--- config.mk ---
export PLATFORM = sky130hd
export DESIGN_NAME = cmsdk_uart_stimulus
export DESIGN_NICKNAME = d
export VERILOG_FILES = /design/src/rtl/cmsdk_uart_stimulus_pkg.sv /design/src/rtl/cmsdk_uart_stim_fifo.sv /design/src/rtl/cmsdk_uart_stimulus.sv
export SDC_FILE = /design/constraint.sdc
export NUM_CORES = 1
export LEC_CHECK = 0
export BUFFER_PORTS_ARGS = -buffer_cell sky130_fd_sc_hd__buf_2
export CAP_MARGIN = 20
export CORE_ASPECT_RATIO = 1.5
export CORE_MARGIN = 4
export CORE_UTILIZATION = 60
export DETAILED_ROUTE_END_ITERATION = 7
export HOLD_SLACK_MARGIN = 0.06
export PLACE_DENSITY = 0.82
export REMOVE_ABC_BUFFERS = 1
export SLEW_MARGIN = 20
export SYNTH_ARGS = -nofsm -noshare
export SYNTH_HDL_FRONTEND = slang
export SYNTH_HIERARCHICAL = 1
export SYNTH_SLANG_ARGS = --single-unit
--- constraint.sdc ---
create_clock -name CLK -period 9 [get_ports CLK]
set_clock_uncertainty 0.2 [all_clocks]
set_input_delay 0 -clock CLK [delete_from_list [all_inputs] [get_ports CLK]]
set_output_delay 0 -clock CLK [all_outputs]
set_load 0.02 [all_outputs]
--- src/rtl/cmsdk_uart_stimulus_pkg.sv ---
// Shared definitions for the UART stimulus transmitter: serialiser state
// encodings and frame geometry constants.
package cmsdk_uart_stimulus_pkg;

  typedef enum logic [1:0] {
    ST_IDLE  = 2'd0,
    ST_START = 2'd1,
    ST_DATA  = 2'd2,
    ST_STOP  = 2'd3
  } state_e;

  // 8N1: one start bit, eight data bits, one stop bit
  localparam int FRAME_BITS  = 10;
  localparam int DATA_BITS   = FRAME_BITS - 2;
  localparam int MIN_BAUDDIV = 16;

endpackage

--- src/rtl/cmsdk_uart_stim_fifo.sv ---
// Byte-wide synchronous FIFO feeding the UART stimulus serialiser.
// The head entry is visible on dout without a read cycle; a push while full
// is refused even if a pop happens in the same cycle.
module cmsdk_uart_stim_fifo #(
  parameter int FIFO_AW = 4
) (
  input  logic             clk,
  input  logic             rst_n,
  input  logic             push,
  input  logic [7:0]       din,
  input  logic             pop,
  output logic [7:0]       dout,
  output logic [FIFO_AW:0] level,
  output logic             full
);

  localparam int               DEPTH   = 2 ** FIFO_AW;
  localparam logic [FIFO_AW:0] DEPTH_L = {1'b1, {FIFO_AW{1'b0}}};
  localparam logic [FIFO_AW:0] ONE_L   = {{FIFO_AW{1'b0}}, 1'b1};
  localparam logic [FIFO_AW-1:0] ONE_P = {{(FIFO_AW-1){1'b0}}, 1'b1};

  logic [7:0]         mem [DEPTH];
  logic [FIFO_AW-1:0] wr_ptr;
  logic [FIFO_AW-1:0] rd_ptr;
  logic               push_ok;
  logic               pop_ok;

  assign full    = (level == DEPTH_L);
  assign push_ok = push && !full;
  assign pop_ok  = pop && (level != '0);
  assign dout    = mem[rd_ptr];

  // Storage array; data only, so it carries no reset
  always_ff @(posedge clk) begin
    if (push_ok) mem[wr_ptr] <= din;
  end

  // Pointer and level bookkeeping; pointers wrap naturally modulo depth
  always_ff @(posedge clk) begin
    if (!rst_n) begin
      wr_ptr <= '0;
      rd_ptr <= '0;
      level  <= '0;
    end else begin
      if (push_ok) wr_ptr <= wr_ptr + ONE_P;
      if (pop_ok)  rd_ptr <= rd_ptr + ONE_P;
      case ({push_ok, pop_ok})
        2'b10:   level <= level + ONE_L;
        2'b01:   level <= level - ONE_L;
        default: level <= level;
      endcase
    end
  end

endmodule

--- src/rtl/cmsdk_uart_stimulus.sv ---
// Bench-side UART transmitter: bytes pushed through a valid/ready port are
// queued in a FIFO and sent on TXD as 8N1 frames, BAUDDIV clocks per bit.
// Consecutive queued bytes go out back-to-back with no idle gap.
module cmsdk_uart_stimulus
  import cmsdk_uart_stimulus_pkg::*;
#(
  parameter int BAUDDIV = 16,
  parameter int FIFO_AW = 4
) (
  input  logic             CLK,
  input  logic             RESETn,
  input  logic [7:0]       DATA_IN,
  input  logic             DATA_VALID,
  output logic             DATA_READY,
  input  logic             ENABLE,
  output logic             TXD,
  output logic             BUSY,
  output logic [FIFO_AW:0] FIFO_LEVEL
);

  // Values below the supported minimum are clamped rather than rejected
  localparam int BAUD_EFF = (BAUDDIV < MIN_BAUDDIV) ? MIN_BAUDDIV : BAUDDIV;
  localparam int CNT_W    = $clog2(BAUD_EFF);
  localparam logic [CNT_W-1:0] CNT_LAST = CNT_W'(BAUD_EFF - 1);
  localparam logic [CNT_W-1:0] CNT_ONE  = CNT_W'(1);
  localparam logic [2:0]       LAST_BIT = 3'(DATA_BITS - 1);

  state_e          state;
  logic [CNT_W-1:0] baud_cnt;
  logic [2:0]      bit_idx;
  logic [7:0]      shift;
  logic [7:0]      fifo_dout;
  logic            fifo_full;
  logic            last_cnt;
  logic            can_start;
  logic            pop;

  cmsdk_uart_stim_fifo #(
    .FIFO_AW (FIFO_AW)
  ) u_fifo (
    .clk   (CLK),
    .rst_n (RESETn),
    .push  (DATA_VALID),
    .din   (DATA_IN),
    .pop   (pop),
    .dout  (fifo_dout),
    .level (FIFO_LEVEL),
    .full  (fifo_full)
  );

  assign DATA_READY = !fifo_full;
  assign last_cnt   = (baud_cnt == CNT_LAST);
  // Uses the registered level, so a same-cycle push cannot start a frame
  assign can_start  = ENABLE && (FIFO_LEVEL != '0);

  // Pop the head when a frame is about to start, from idle or at end of stop
  always_comb begin
    pop = 1'b0;
    case (state)
      ST_IDLE: pop = can_start;
      ST_STOP: pop = last_cnt && can_start;
      default: pop = 1'b0;
    endcase
  end

  // Load the byte to send whenever a frame starts
  always_ff @(posedge CLK) begin
    if (pop) shift <= fifo_dout;
  end

  // Serialiser: start bit, eight data bits LSB first, stop bit
  always_ff @(posedge CLK) begin
    if (!RESETn) begin
      state    <= ST_IDLE;
      baud_cnt <= '0;
      bit_idx  <= '0;
      TXD      <= 1'b1;
      BUSY     <= 1'b0;
    end else begin
      case (state)
        ST_IDLE: begin
          baud_cnt <= '0;
          if (pop) begin
            state <= ST_START;
            TXD   <= 1'b0;
            BUSY  <= 1'b1;
          end
        end
        ST_START: begin
          if (last_cnt) begin
            state    <= ST_DATA;
            baud_cnt <= '0;
            bit_idx  <= '0;
            TXD      <= shift[0];
          end else begin
            baud_cnt <= baud_cnt + CNT_ONE;
          end
        end
        ST_DATA: begin
          if (last_cnt) begin
            baud_cnt <= '0;
            if (bit_idx == LAST_BIT) begin
              state <= ST_STOP;
              TXD   <= 1'b1;
            end else begin
              bit_idx <= bit_idx + 3'd1;
              TXD     <= shift[bit_idx + 3'd1];
            end
          end else begin
            baud_cnt <= baud_cnt + CNT_ONE;
          end
        end
        ST_STOP: begin
          if (last_cnt) begin
            baud_cnt <= '0;
            if (pop) begin
              state <= ST_START;
              TXD   <= 1'b0;
            end else begin
              state <= ST_IDLE;
              BUSY  <= 1'b0;
            end
          end else begin
            baud_cnt <= baud_cnt + CNT_ONE;
          end
        end
        default: begin
          state    <= ST_IDLE;
          baud_cnt <= '0;
          TXD      <= 1'b1;
          BUSY     <= 1'b0;
        end
      endcase
    end
  end

endmodule

==> results_dict.tcl <==
set metrics [dict create \
    start_util_pct 61.4 \
    htreeDepth 4 \
    synth.area.mux_share_pct 14.9 \
    path_delay_family "compound AO/OA/AOI/OAI gates" \
    maxCapViolCount 0 \
    drive_above_1_share_pct 23.9 \
    start_kind "register" \
    viasPerCell 5.88 \
    startpoint "state[0]" \
    first_pass_iters 4 \
    yosysTopAreaCell "edfxtp_1" \
    post_cts_buffers 0 \
    rsz0062_at_grt "false" \
    ys_types 48 \
    rows 47 \
    cp-endpoint "u_fifo/level[4]" \
    ir_drop_v 0.000165 \
    cp-end-kind "register" \
    r2r_start "state[0]" \
    synth_fa_ha_area_share_pct 2.78 \
    vias 3430 \
    synth_edf_count 136 \
    dieArea_sq_um 13000 \
    cts-buffers-inserted 17 \
    cp_max_fo 14 \
    ys_ff_latch 164 \
    cts_root_buf "clkbuf_16" \
    drtIter0Drc 196 \
    place_area_sq_um 7010 \
    reg2reg_to "u_fifo/level[4]" \
    final_area_sq_um 7720 \
    synthTopCellsByCount "136 x edfxtp_1, 42 x mux4_2, 28 x dfxtp_1, 21 x nor2_1, 15 x ha_1" \
    finalSetupViolCount 0 \
    setup.worst_path.class "reg -> reg" \
    yosys-top-cells-area "edfxtp_1 61%, mux4_2 14%, dfxtp_1 8.3%, ha_1 2.8%, nor2_1 1.2%" \
    synth.most_common_cell "edfxtp_1" \
    syn_to_final_growth_pct 14.4 \
    grt_pass1_wl_mm 19.6 \
    grt-ovfl-total 0 \
    synth_top_family_by_area "multiplexers" \
    ys_seq_area_share_pct 68.8 \
    power_leakage_nw 2.55 \
    arrival_ns 4.12 \
    wl_mm 12.0 \
    min_period_ns 3.98 \
    worstMarginPinSlew_ns 0.899 \
    worst-r2r-setup-slack_ns 5.02 \
    yosys.area_share.xor_xnor_pct 1.43 \
    crit_buf_inv 2 \
    syn_area_sq_um 6750 \
    relSlewSlack_pct 39.8 \
    gp_congestion 0.753 \
    fin_crit_sh_pct 44.2 \
    outcome "finished, final reports clean" \
    path_depth 12 \
    yosysWarnings 6 \
    synth_compound_area_share_pct 3.00 \
    synthFlopType "edfxtp_1" \
    cts_sinks 164 \
    slowest_stage "o2111a_1" \
    drtAntennaViolNets 0 \
    finalHoldViolCount 0 \
    wl_per_cell_um 20.7 \
    core_area_sq_um 11000 \
    cts_tree "built" \
    slew_violations 0 \
    rr_worst_depth 12 \
    route.detailed.drc 0 \
    hold_path_class "reg -> reg" \
    nets 450 \
    syn_area_per_cell_sq_um 17.6 \
    die_w_um 94.6 \
    clockBufferDepth 2 \
    grt_max_degree 33 \
    dpl.hpwl_mm 7.92 \
    crit_top_cell "ha_1" \
    antenna_found_initial 0 \
    grtUsageTotal_pct 21.1 \
    crit_chain "inv_1 > ha_1 > inv_1 > o2111a_1 > a21boi_1 > ha_1 > xor2_1 > ha_1 > or4bb_1 > a21oi_1 > or3_1 > mux2i_1" \
    tns_ns 0 \
    yosys.area_share.simple_pct 7.53 \
    worstSkewPairLatency_ns 0.42 \
    top_level_ports 20 \
    cpPeakStageDelay_ns 0.53 \
    die_y_um 138 \
    required_ns 9.14 \
    grt_pass1_vias 3657 \
    power.density_nw_per_um2 258 \
    async_flop_share_pct 0 \
    fmax_mhz 251 \
    io_buffer_count 19 \
    netlist.area_leader.share_pct 60.5 \
    path_clk_slew_ns 0.07 \
    syn_inst 383 \
    diodes 0 \
]
[where the power goes]
group / internal, mW / switching, mW / leakage [nW] / total [mW]
sequential: 0.874 / 0.0337 / 1.46 / 0.907
clock: 0.416 / 0.299 / 0.286 / 0.714
combinational: 0.178 / 0.189 / 0.809 / 0.367
total: 1.47 / 0.521 / 2.55 / 1.99
[worst min path at each step]
stage	start	end	slack (ns)	depth (start not counted)
final	baud_cnt[0]	baud_cnt[0]	0.26	1
after detailed placement	DATA_IN[5]	u_fifo/mem[2][5]	0.19	1
after CTS	baud_cnt[0]	baud_cnt[0]	0.27	1
after floorplan	DATA_IN[0]	u_fifo/mem[0][0]	-0.10	0
after global placement	DATA_IN[1]	u_fifo/mem[10][1]	0.16	1
after global routing	baud_cnt[0]	baud_cnt[0]	0.28	1
[registers in the layout, summed over array words and instances (netlist names), named ones only]
register and count:
TXD 1, state 2, BUSY 1, shift 8, u_fifo/mem 128, u_fifo/wr_ptr 4
bit_idx 3, u_fifo/rd_ptr 4, u_fifo/level 5, baud_cnt 4
[worst reg2reg max path, delay by kind of cell (launching register included)]
family                     cells  cell delay (ns)
and+or+nand+nor                2             0.65
AOI/OAI and AO/OA              3             1.16
adders and majority gates      3             1.01
muxes                          1             0.16
DFF                            1             0.40
xor gates and xnor gates       1             0.12
buffers and inverters          2             0.20
[per-stage QoR]
stage | util, % | power (mW) | std cells | hold slack, ns | worst slack, ns
global placement | 63.8 | 1.27 | 540 | 0.155 | 5.27
global route | 70.2 | 2.08 | 583 | 0.275 | 4.79
floorplan | - | 1.19 | 368 | -0.101 | 5.53
CTS | 70.2 | 2.01 | 583 | 0.265 | 5.03
detailed placement | 63.8 | 1.29 | 540 | 0.185 | 5.05
finish | 70.2 | 1.99 | 583 | 0.257 | 5.02
[layer usage]
metal  track usage [%]  up-vias  share of wire (%)
met3              4.83       11                3.2
met5                 0        -                  0
li1                  -     1589                  -
met2              38.2       69                 57
met1              24.3     1761                 38
met4              8.11        0                1.5
[layout by cell type, fill, tap and decap left out, types with 2 or more instances in the layout]
master         count
a21boi_1           2
clkbuf_16         17
a31oi_1            2
bufinv_16          2
or3_1              4
buf_4              6
a21oi_1           10
nor2b_1            5
nand3_1            3
inv_8              2
nand2_1           14
and2_1            12
nor3_1             9
xnor2_1            7
nor4b_1            2
inv_6              3
edfxtp_1         136
nor2_1            21
dfxtp_1           27
mux2i_1            6
mux4_2            42
xor2_1             4
o21ai_0            2
nand2b_1           5
nand4_1            2
clkinvlp_4         2
o21a_1             2
ha_1              15
buf_2             19
clkinv_4           5
and3_1             2
dlygate4sd3_1     11
nand4b_1           2
inv_1             11
[cell type report]
class                   count  area [sq um]
clock buffers              17           425
clock inverters            15           171
fillers                   720          3280
inverters                  11          41.3
multi-input cells         193          2000
flip-flops and latches    164          4650
well taps                 147           184
repair buffers             36           250
[logic make-up after synthesis]
logic type,count (synthesis)
AOI/OAI and AO/OA,29
xor gates and xnor gates,11
DFF,164
and+or+nand+nor,90
muxes,48
adders and majority gates,15
buffers and inverters,26
[repair_timing]
item	4_1_cts	5_1_grt
hold buffers	11	0
gates resized for setup	0	0
endpoints found under the hold margin	161	0
setup endpoints to repair	0	0
Note: power is estimated with default switching activity, not from simulation.
